$ cat src/rtl/alu_pipe_hs.sv
// ---------------------------------------------------------------------------
// alu_pipe_hs
//   Handshaked, parametrised ALU. It accepts one operand beat at a time on a
//   valid/ready input channel and presents a registered result with
//   carry/zero/overflow flags on a valid/ready output channel.
//
//   Operation groups (select_i):
//     000 arithmetic (select_calculation_i: add, sub, inc, dec)
//     001 logic      (select_logic_i: and, or, xor, not-a)
//     010 shl, 011 shr (logical), 100 rol, 101 ror   amount = b_i[SHW-1:0]
//     110 mul        iterative shift-add, WIDTH cycles
//     111 pass       result = b_i
//
// Ports
//   clk_i                 clock, rising edge
//   rst_i                 synchronous reset, active-high
//   in_valid_i/in_ready_o operand channel handshake
//   a_i, b_i              operands (b_i also carries the shift amount)
//   cin_i                 carry/borrow in, arithmetic group only
//   select_i              operation group
//   select_calculation_i  arithmetic sub-op
//   select_logic_i        logic sub-op
//   out_valid_o/out_ready_i result channel handshake
//   final_o               result
//   carry_o, zero_o, overflow_o  flags, valid together with out_valid_o
//   busy_o                multiply in progress
// ---------------------------------------------------------------------------
module alu_pipe_hs #(
    parameter int WIDTH = 8
) (
    input  logic             clk_i,
    input  logic             rst_i,
    input  logic             in_valid_i,
    output logic             in_ready_o,
    input  logic [WIDTH-1:0] a_i,
    input  logic [WIDTH-1:0] b_i,
    input  logic             cin_i,
    input  logic [2:0]       select_i,
    input  logic [1:0]       select_calculation_i,
    input  logic [1:0]       select_logic_i,
    output logic             out_valid_o,
    input  logic             out_ready_i,
    output logic [WIDTH-1:0] final_o,
    output logic             carry_o,
    output logic             zero_o,
    output logic             overflow_o,
    output logic             busy_o
);

    localparam int SHW = $clog2(WIDTH);

    localparam logic [2:0] SEL_ARITH = 3'b000;
    localparam logic [2:0] SEL_LOGIC = 3'b001;
    localparam logic [2:0] SEL_SHL   = 3'b010;
    localparam logic [2:0] SEL_SHR   = 3'b011;
    localparam logic [2:0] SEL_ROL   = 3'b100;
    localparam logic [2:0] SEL_ROR   = 3'b101;
    localparam logic [2:0] SEL_MUL   = 3'b110;
    localparam logic [2:0] SEL_PASS  = 3'b111;

    localparam logic [SHW-1:0] CNT_LAST = SHW'(WIDTH - 1);
    localparam logic [SHW-1:0] CNT_ONE  = SHW'(1);
    localparam logic [WIDTH:0] ONE_EXT  = {{WIDTH{1'b0}}, 1'b1};

    typedef enum logic [0:0] {
        ST_IDLE = 1'b0,
        ST_MUL  = 1'b1
    } state_t;

    typedef struct packed {
        logic [WIDTH-1:0] res;
        logic             carry;
        logic             ovf;
    } alu_res_t;

    // Arithmetic group. Sums are formed one bit wider so the top bit is the
    // carry-out for add/inc and the borrow (negative true result) for sub/dec.
    function automatic alu_res_t arith_op(
        input logic [1:0]       sub_op,
        input logic [WIDTH-1:0] op_a,
        input logic [WIDTH-1:0] op_b,
        input logic             cin
    );
        logic [WIDTH:0] wide;
        logic [WIDTH:0] cin_ext;
        alu_res_t       r;
        cin_ext = {{WIDTH{1'b0}}, cin};
        wide    = '0;
        r       = '0;
        case (sub_op)
            2'b00: begin
                wide  = {1'b0, op_a} + {1'b0, op_b} + cin_ext;
                // Same-sign operands producing a different-sign result.
                r.ovf = (op_a[WIDTH-1] == op_b[WIDTH-1]) &&
                        (wide[WIDTH-1] != op_a[WIDTH-1]);
            end
            2'b01: begin
                wide  = {1'b0, op_a} - {1'b0, op_b} - cin_ext;
                // Opposite-sign operands where the result leaves a's sign.
                r.ovf = (op_a[WIDTH-1] != op_b[WIDTH-1]) &&
                        (wide[WIDTH-1] != op_a[WIDTH-1]);
            end
            2'b10: begin
                wide  = {1'b0, op_a} + ONE_EXT;
                r.ovf = !op_a[WIDTH-1] && wide[WIDTH-1];
            end
            2'b11: begin
                wide  = {1'b0, op_a} - ONE_EXT;
                r.ovf = op_a[WIDTH-1] && !wide[WIDTH-1];
            end
            default: begin
                wide  = '0;
                r.ovf = 1'b0;
            end
        endcase
        r.res   = wide[WIDTH-1:0];
        r.carry = wide[WIDTH];
        return r;
    endfunction

    // Logic group; carry and overflow are always clear.
    function automatic alu_res_t logic_op(
        input logic [1:0]       sub_op,
        input logic [WIDTH-1:0] op_a,
        input logic [WIDTH-1:0] op_b
    );
        alu_res_t r;
        r = '0;
        case (sub_op)
            2'b00:   r.res = op_a & op_b;
            2'b01:   r.res = op_a | op_b;
            2'b10:   r.res = op_a ^ op_b;
            2'b11:   r.res = ~op_a;
            default: r.res = '0;
        endcase
        return r;
    endfunction

    // Shift/rotate group. The extra bit next to the operand catches the last
    // bit shifted out, and is naturally 0 for a zero amount. Rotates use a
    // doubled operand so the amount is implicitly taken modulo WIDTH.
    function automatic alu_res_t shift_op(
        input logic [2:0]       sel,
        input logic [WIDTH-1:0] op_a,
        input logic [SHW-1:0]   amt
    );
        logic [WIDTH:0]     wide;
        logic [2*WIDTH-1:0] dbl;
        alu_res_t           r;
        r    = '0;
        wide = '0;
        dbl  = '0;
        case (sel)
            SEL_SHL: begin
                wide    = {1'b0, op_a} << amt;
                r.res   = wide[WIDTH-1:0];
                r.carry = wide[WIDTH];
            end
            SEL_SHR: begin
                wide    = {op_a, 1'b0} >> amt;
                r.res   = wide[WIDTH:1];
                r.carry = wide[0];
            end
            SEL_ROL: begin
                dbl   = {op_a, op_a} << amt;
                r.res = dbl[2*WIDTH-1:WIDTH];
            end
            SEL_ROR: begin
                dbl   = {op_a, op_a} >> amt;
                r.res = dbl[WIDTH-1:0];
            end
            default: r.res = '0;
        endcase
        return r;
    endfunction

    // Registers
    state_t               state_q, state_d;
    logic [SHW-1:0]       count_q, count_d;
    logic [2*WIDTH-1:0]   acc_q, acc_d;
    logic [2*WIDTH-1:0]   mcand_q, mcand_d;
    logic [WIDTH-1:0]     mplier_q, mplier_d;
    logic                 out_valid_q, out_valid_d;
    logic [WIDTH-1:0]     final_q, final_d;
    logic                 carry_q, carry_d;
    logic                 zero_q, zero_d;
    logic                 overflow_q, overflow_d;

    // Combinational helpers
    logic                 in_ready_s;
    logic                 accept_s;
    alu_res_t             alu_s;
    logic [2*WIDTH-1:0]   mul_sum_s;

    // A new beat may enter only when idle and the result slot is free or
    // being emptied in this same cycle.
    assign in_ready_s = (state_q == ST_IDLE) && (!out_valid_q || out_ready_i);
    assign accept_s   = in_valid_i && in_ready_s;

    // One shift-add step: add the shifted multiplicand when the current
    // multiplier LSB is set.
    assign mul_sum_s = acc_q + (mplier_q[0] ? mcand_q : {(2*WIDTH){1'b0}});

    // Single-cycle result selection from the live operands at accept.
    always_comb begin
        alu_s = '0;
        case (select_i)
            SEL_ARITH: alu_s = arith_op(select_calculation_i, a_i, b_i, cin_i);
            SEL_LOGIC: alu_s = logic_op(select_logic_i, a_i, b_i);
            SEL_SHL,
            SEL_SHR,
            SEL_ROL,
            SEL_ROR:   alu_s = shift_op(select_i, a_i, b_i[SHW-1:0]);
            SEL_PASS:  alu_s.res = b_i;
            SEL_MUL:   alu_s = '0;
            default:   alu_s = '0;
        endcase
    end

    // Next-state logic for the FSM, multiplier datapath and result register.
    always_comb begin
        state_d     = state_q;
        count_d     = count_q;
        acc_d       = acc_q;
        mcand_d     = mcand_q;
        mplier_d    = mplier_q;
        final_d     = final_q;
        carry_d     = carry_q;
        zero_d      = zero_q;
        overflow_d  = overflow_q;

        // A transfer empties the slot; a load below overrides this.
        if (out_valid_q && out_ready_i) begin
            out_valid_d = 1'b0;
        end else begin
            out_valid_d = out_valid_q;
        end

        case (state_q)
            ST_IDLE: begin
                if (accept_s) begin
                    if (select_i == SEL_MUL) begin
                        state_d  = ST_MUL;
                        count_d  = '0;
                        acc_d    = '0;
                        mcand_d  = {{WIDTH{1'b0}}, a_i};
                        mplier_d = b_i;
                    end else begin
                        final_d     = alu_s.res;
                        carry_d     = alu_s.carry;
                        overflow_d  = (select_i == SEL_ARITH) ? alu_s.ovf : 1'b0;
                        zero_d      = (alu_s.res == '0);
                        out_valid_d = 1'b1;
                    end
                end else begin
                    state_d = ST_IDLE;
                end
            end
            ST_MUL: begin
                acc_d    = mul_sum_s;
                mcand_d  = mcand_q << 1;
                mplier_d = mplier_q >> 1;
                if (count_q == CNT_LAST) begin
                    // Slot is guaranteed empty here: accept required it to
                    // be free or draining, and nothing loads during MUL.
                    final_d     = mul_sum_s[WIDTH-1:0];
                    carry_d     = |mul_sum_s[2*WIDTH-1:WIDTH];
                    overflow_d  = 1'b0;
                    zero_d      = (mul_sum_s[WIDTH-1:0] == '0);
                    out_valid_d = 1'b1;
                    state_d     = ST_IDLE;
                    count_d     = '0;
                end else begin
                    count_d = count_q + CNT_ONE;
                end
            end
            default: begin
                state_d = ST_IDLE;
                count_d = '0;
            end
        endcase
    end

    // State and result registers with synchronous reset.
    always_ff @(posedge clk_i) begin
        if (rst_i) begin
            state_q     <= ST_IDLE;
            count_q     <= '0;
            acc_q       <= '0;
            mcand_q     <= '0;
            mplier_q    <= '0;
            out_valid_q <= 1'b0;
            final_q     <= '0;
            carry_q     <= 1'b0;
            zero_q      <= 1'b0;
            overflow_q  <= 1'b0;
        end else begin
            state_q     <= state_d;
            count_q     <= count_d;
            acc_q       <= acc_d;
            mcand_q     <= mcand_d;
            mplier_q    <= mplier_d;
            out_valid_q <= out_valid_d;
            final_q     <= final_d;
            carry_q     <= carry_d;
            zero_q      <= zero_d;
            overflow_q  <= overflow_d;
        end
    end

    assign in_ready_o  = in_ready_s;
    assign out_valid_o = out_valid_q;
    assign final_o     = final_q;
    assign carry_o     = carry_q;
    assign zero_o      = zero_q;
    assign overflow_o  = overflow_q;
    assign busy_o      = (state_q != ST_IDLE);

endmodule
$ cat config.mk
export PLATFORM = sky130hd
export DESIGN_NAME = alu_pipe_hs
export DESIGN_NICKNAME = d
export VERILOG_FILES = /design/src/rtl/alu_pipe_hs.sv
export SDC_FILE = /design/constraint.sdc
export NUM_CORES = 1
export LEC_CHECK = 0
export ABC_AREA = 1
export CORE_ASPECT_RATIO = 1.25
export CORE_MARGIN = 3
export CORE_UTILIZATION = 55
export DETAILED_ROUTE_END_ITERATION = 10
export HOLD_SLACK_MARGIN = 0.06
export PLACE_DENSITY = 0.86
export SLEW_MARGIN = 20
export SYNTH_ARGS = -nofsm -noshare
export SYNTH_HDL_FRONTEND = slang
export SYNTH_SLANG_ARGS = --single-unit
$ cat constraint.sdc
create_clock -name clk_i -period 2.6 [get_ports clk_i]
set_clock_uncertainty 0.05 [all_clocks]
set_input_delay 0.39 -clock clk_i [delete_from_list [all_inputs] [get_ports clk_i]]
set_output_delay 0.39 -clock clk_i [all_outputs]
set_load 0.1 [all_outputs]
Yosys cells after proc, flatten, opt, wreduce, memory -nomap -nowiden. Index checks and enable logic that the tools add are counted.

Logic and storage cells: 116. Output and inout bits: 14. Flip-flop bits (word level): 56.

Reduce and logical (&&, ||, !) cells: 20. Bitwise logic cells: 5. Shift operators: 4. Equality and inequality tests: 22. Mux-type cells: 47. $add $sub $neg: 8.

Operators with widths (number): $mux 16 (5); $pmux 16 s2 (2); $pmux 8 s4 (2); $mux 8 (5); $pmux 8 s5 (1); $pmux 9 s4 (1); $pmux 8 s2 (2); $mux 1 (17); $add 16x16->16 (1); $logic_not 8->1 (2); $shl 16x3->16 (1); $shr 16x3->8 (1); $eq 3x3->1 const B (5); $pmux 1 s2 (6); $add 8x1->9 const B (1); $add 8x8->9 (1); $add 9x1->9 (1); $mux 3 (3); $shl 8x3->9 (1); $shr 9x3->9 (1); $sub 8x1->9 const B (1); $sub 8x8->9 (1); $sub 9x1->9 (1); $and 8x8->8 (1); 25 further kinds (43).

Logic depth before layout (Yosys ltp).
Depth in word-level cells: 10. Mapped depth: 21.

Worst setup path after synthesis. Ideal clock, no wire load.

Kind: register to register. Start point: reg state_q (netlist: busy_o). End point: reg carry_q (netlist: carry_o). Data required time: 2479 ps. Library setup time: 71 ps. Data arrival time: 3362 ps. Setup slack: -883 ps. Period minus slack after synthesis: 3483 ps. Cell stages (with the launch flop): 8. Path through: dfxtp_1 > buf_2 > nor2_1 > nand2_1 > o22ai_2 > buf_2 > o21ai_0 > a21oi_1.

Longest elaborated chain between the ends: 5. Elaborated cells on any way between the ends: 8. Classes of those cells: eq/ne (3); mux (1); bitwise (1); reduce/logical (3).

Ends and longest elaborated chain: from (decl) (line 178) `state_t state_q, state_d;`; from (signal assigned) (line 298) `state_q <= state_d;`; $not 1->1; $logic_and 1x1->1 (line 197) `assign in_ready_s = (state_q == ST_IDLE) && (!out_valid_q || out_ready_i);`; net in_ready_o (line 34) `output logic in_ready_o,`; $logic_and 1x1->1 (line 198) `assign accept_s = in_valid_i && in_ready_s;`; $ne 2x2->1 (no source line); $reduce_and 3->1 (no source line); to (signal assigned) (line 305) `carry_q <= carry_d;`; to (decl) (line 185) `logic carry_q, carry_d;`.

The timed path passes the listed nets, and every way through them passes these cells. A chain may end at the register's enable or synchronous reset.

Worst setup path after layout.
Start point: in a_i[6]. End point: reg carry_q (netlist: carry_o).

Longest elaborated chain between the ends: 7. Elaborated cells on any way between the ends: 14. Classes of those cells: add/sub (6); shift (2); mux (6).

Ends and longest elaborated chain: from (decl) (line 35) `input logic [WIDTH-1:0] a_i,`; $sub 8x8->9 / $add 8x8->9 (equally long branches) (line 98, 92); $sub 9x1->9 / $add 9x1->9 (equally long branches) (line 98, 92); $pmux 9 s4 (line 90) `case (sub_op)`; $pmux 2 s2 * (line 207) `case (select_i)`; $mux 1 * (line 242) `if (select_i == SEL_MUL) begin`; $mux 1 * (line 241) `if (accept_s) begin`; $pmux 1 s2 * (line 239) `case (state_q)`.

Every way passes the cells marked *; elsewhere a longest branch is shown, timed or not. The select of a mux whose other input is x is not followed.

==> metrics.txt <==
status complete, no violations; mean number of vias per cell 5.86; DR iter-0 viols 728; TritonCTS Sinks 56; worst r2r src mplier_q[0]$_SDFFE_PP0P_; starting density of the core 0.566; post-synth cell types 46; number of fill cells 902; Worst EP arrival 2.77 ns; crit-path max FO 5; Layout area overhead 25.7%; placed cell areas 7160 µm²; power per cell area around 370 nW/µm²; Clock Pin Slew Worst Setup and Hold Paths 0.07 ns; residual DRC count 0; GR Overflow Total 0; Detail Placement HPWL about 15 mm; Sw Share 0.376; vias 7488; worst slack at placement -0.415 ns; Pwr Total around 0.0028 W; EDFF count, synth 0; Syn Std Cell Area 6040 µm²; Sw Pwr 0.00107 W; top cells by area, synth nand2_1, dfxtp_1, ha_1; Cells after Synth around 1000; reg-to-reg slack, setup 0.11 ns; layout cells sized above 1 0.169; largest net degree at the start of global routing 48; Internal Power around 0.0018 W; Max Clk Rate 385 MHz; Tightest Pin Transition 0.733 ns; drt wl/cell 15.9 µm; CP most frequent cell nand2_1; PortBufs around 40; Yosys Warn Count 0; crit path max-delay cell type clkdlybuf4s50_1; # rows 42; placed instance count 1270; WS Path Type input port to register; Detailed Route WL 20.4 mm; die area 12300 µm²; most common library cells after synthesis nand2_1, nand3_1, inv_1, nor2_1, a21oi_1; IO Count 42; crit start category input port; P_leak 3.85 nW; Mapped Nets 1124; Die H about 120 µm; H-tree Lvls 2; Critical Path Max Stage Delay 0.48 ns; design area between 7000 and 8000 µm²; Logic pwr share 0.409; Max clock buf depth 2; CP required 2.78 ns; reg2reg path depth 16; Post-CTS Repair Setup Buffers 0; Critical Path Sink Type register; Post-synth ARST share 0; share of the synthesized area in the top cell type 0.216; Total Neg Setup Slack 0 ns; most common cell in the synthesized netlist nand2_1; crit path time final 2.60 ns; initial antenna violation count 0; Skew-Pair Late Insertion Delay around 0.3 ns; crit path from a_i[6]; total CTS buffers 5; max-cap viol count 0; core area between 10000 and 15000 µm²; CTS tree yes; Flop pwr share 0.317; ANT nets after route 0; die outline width 99.7 µm; Final period util 0.999; worst vdd ir 0.277 mV; vias in the first global route 6998; Final nets about 1200; non-filler cells, final 1278; GRT Total Usage 0.323; CP cell instances clkdlybuf4s50_1 -> inv_1 -> buf_4 -> ha_1 -> inv_1 -> ha_4 -> a21oi_1 -> nand3_1 -> a21oi_1 -> o21ai_0 -> nand2_1 -> nand2_1 -> nand2_1 -> nand2_1 -> a21oi_1; sequential-to-total area share from yosys stat 0.186; biggest area consumer among synthesized cells nand2_1; #FFs+latches synth 56; first-pass GRT wire length 32.3 mm; Clock power frac 0.275; routability cong. 1.07; type of the most critical hold path register to register; Avg Cell Area, Syn around 5.8 µm²; # setup viols final 0; antenna diode count 0; RR Endpoint carry_o$_SDFFE_PP0P_; final count of hold timing violations 0; Worst slew margin 0.511; CTS Hold Bufs 0; Critical Path End carry_o$_SDFFE_PP0P_; first drt pass iteration count 7; Final Worst Setup Slack 0.00270 ns; Final Max Tran Viols 0; Root Buffer clkbuf_16; commonest register cell after synthesis dfxtp_1
-- placed cells by master (no fill, tap or decap), types with 22 or more instances in the layout --
master,instances
ha_1,40
nor2_1,83
a31oi_1,22
buf_4,101
nand2_1,343
dfxtp_1,56
a21oi_1,75
inv_1,96
o21ai_0,28
nand3_1,116
-- cell type report --
| cell class | count | area [µm²] | area share |
|---|---|---|---|
| multi-input cells | 830 | 4540 | 0.598 |
| repair buffers | 135 | 1150 | 0.151 |
| flip-flops and latches | 56 | 1120 | 0.148 |
| inverters | 117 | 445 | 0.0587 |
| well taps | 132 | 165 | 0.0218 |
| clock buffers | 5 | 125 | 0.0165 |
| clock inverters | 3 | 47.5 | 0.00626 |
-- routing by layer --
metal,global-route usage,part of all wire
met4,0.182,0.070
met1,0.376,0.37
met3,0.0339,0.080
met5,0,0
met2,0.573,0.48
-- logic make-up after synthesis --
logic type,synth area share
AO/OA/AOI/OAI,0.144
XOR/XNOR,0.0189
adder cells (fa/ha/maj),0.124
buffers and inverters,0.105
flip-flops,0.186
AND/OR/NAND/NOR,0.423
-- power by group through the flow --
stage	clock network, W	logic [W]	registers, W
after floorplan	0	0.000545	0.00103
after global placement	0	0.00104	0.000918
after detailed placement	0	0.00105	0.000918
after CTS	0.000776	0.00107	0.000899
after global routing	0.000801	0.00125	0.000902
final	0.000779	0.00116	0.000899
-- through the flow --
| stage | util | hold WS (ns) |
|---|---|---|
| final | 0.712 | 0.415 |
| after CTS | 0.692 | 0.417 |
| after global routing | 0.712 | 0.444 |
| after detailed placement | 0.671 | 0.407 |
| after global placement | 0.671 | 0.401 |
| after floorplan | - | 0.390 |
-- flip-flops by register name, indices dropped and copies added (netlist names) --
signal,cells
acc_q,16
mcand_q,16
final_o,8
mplier_q,8
count_q,3
busy_o,1
carry_o,1
out_valid_o,1
overflow_o,1
zero_o,1
-- repair_timing --
item                                   4_1_cts  5_1_grt
pin swaps                                    4       14
setup endpoints to repair                    8        7
endpoints found under the hold margin        0        0
gates resized for setup                     13       55
-- worst min path at each step --
| stage | end | from | cells after the start | slack, ns |
|---|---|---|---|---|
| floorplan | mcand_q[15]$_SDFFE_PP0P_ | mcand_q[15]$_SDFFE_PP0P_ | 2 | 0.39 |
| global placement | mcand_q[15]$_SDFFE_PP0P_ | mcand_q[15]$_SDFFE_PP0P_ | 2 | 0.40 |
| detailed placement | mcand_q[15]$_SDFFE_PP0P_ | mcand_q[15]$_SDFFE_PP0P_ | 2 | 0.41 |
| CTS | mcand_q[15]$_SDFFE_PP0P_ | mcand_q[15]$_SDFFE_PP0P_ | 2 | 0.42 |
| global route | mcand_q[15]$_SDFFE_PP0P_ | mcand_q[14]$_SDFFE_PP0P_ | 2 | 0.44 |
| finish | mcand_q[15]$_SDFFE_PP0P_ | mcand_q[15]$_SDFFE_PP0P_ | 2 | 0.41 |
-- critical path, delay by kind of cell --
| family | cells | cell delay (ns) |
|---|---|---|
| AO/OA/AOI/OAI | 4 | 0.58 |
| AND/OR/NAND/NOR | 5 | 0.50 |
| buffers and inverters | 4 | 0.85 |
| adder cells (fa/ha/maj) | 2 | 0.45 |
Note: power is estimated with default switching activity, not from simulation.
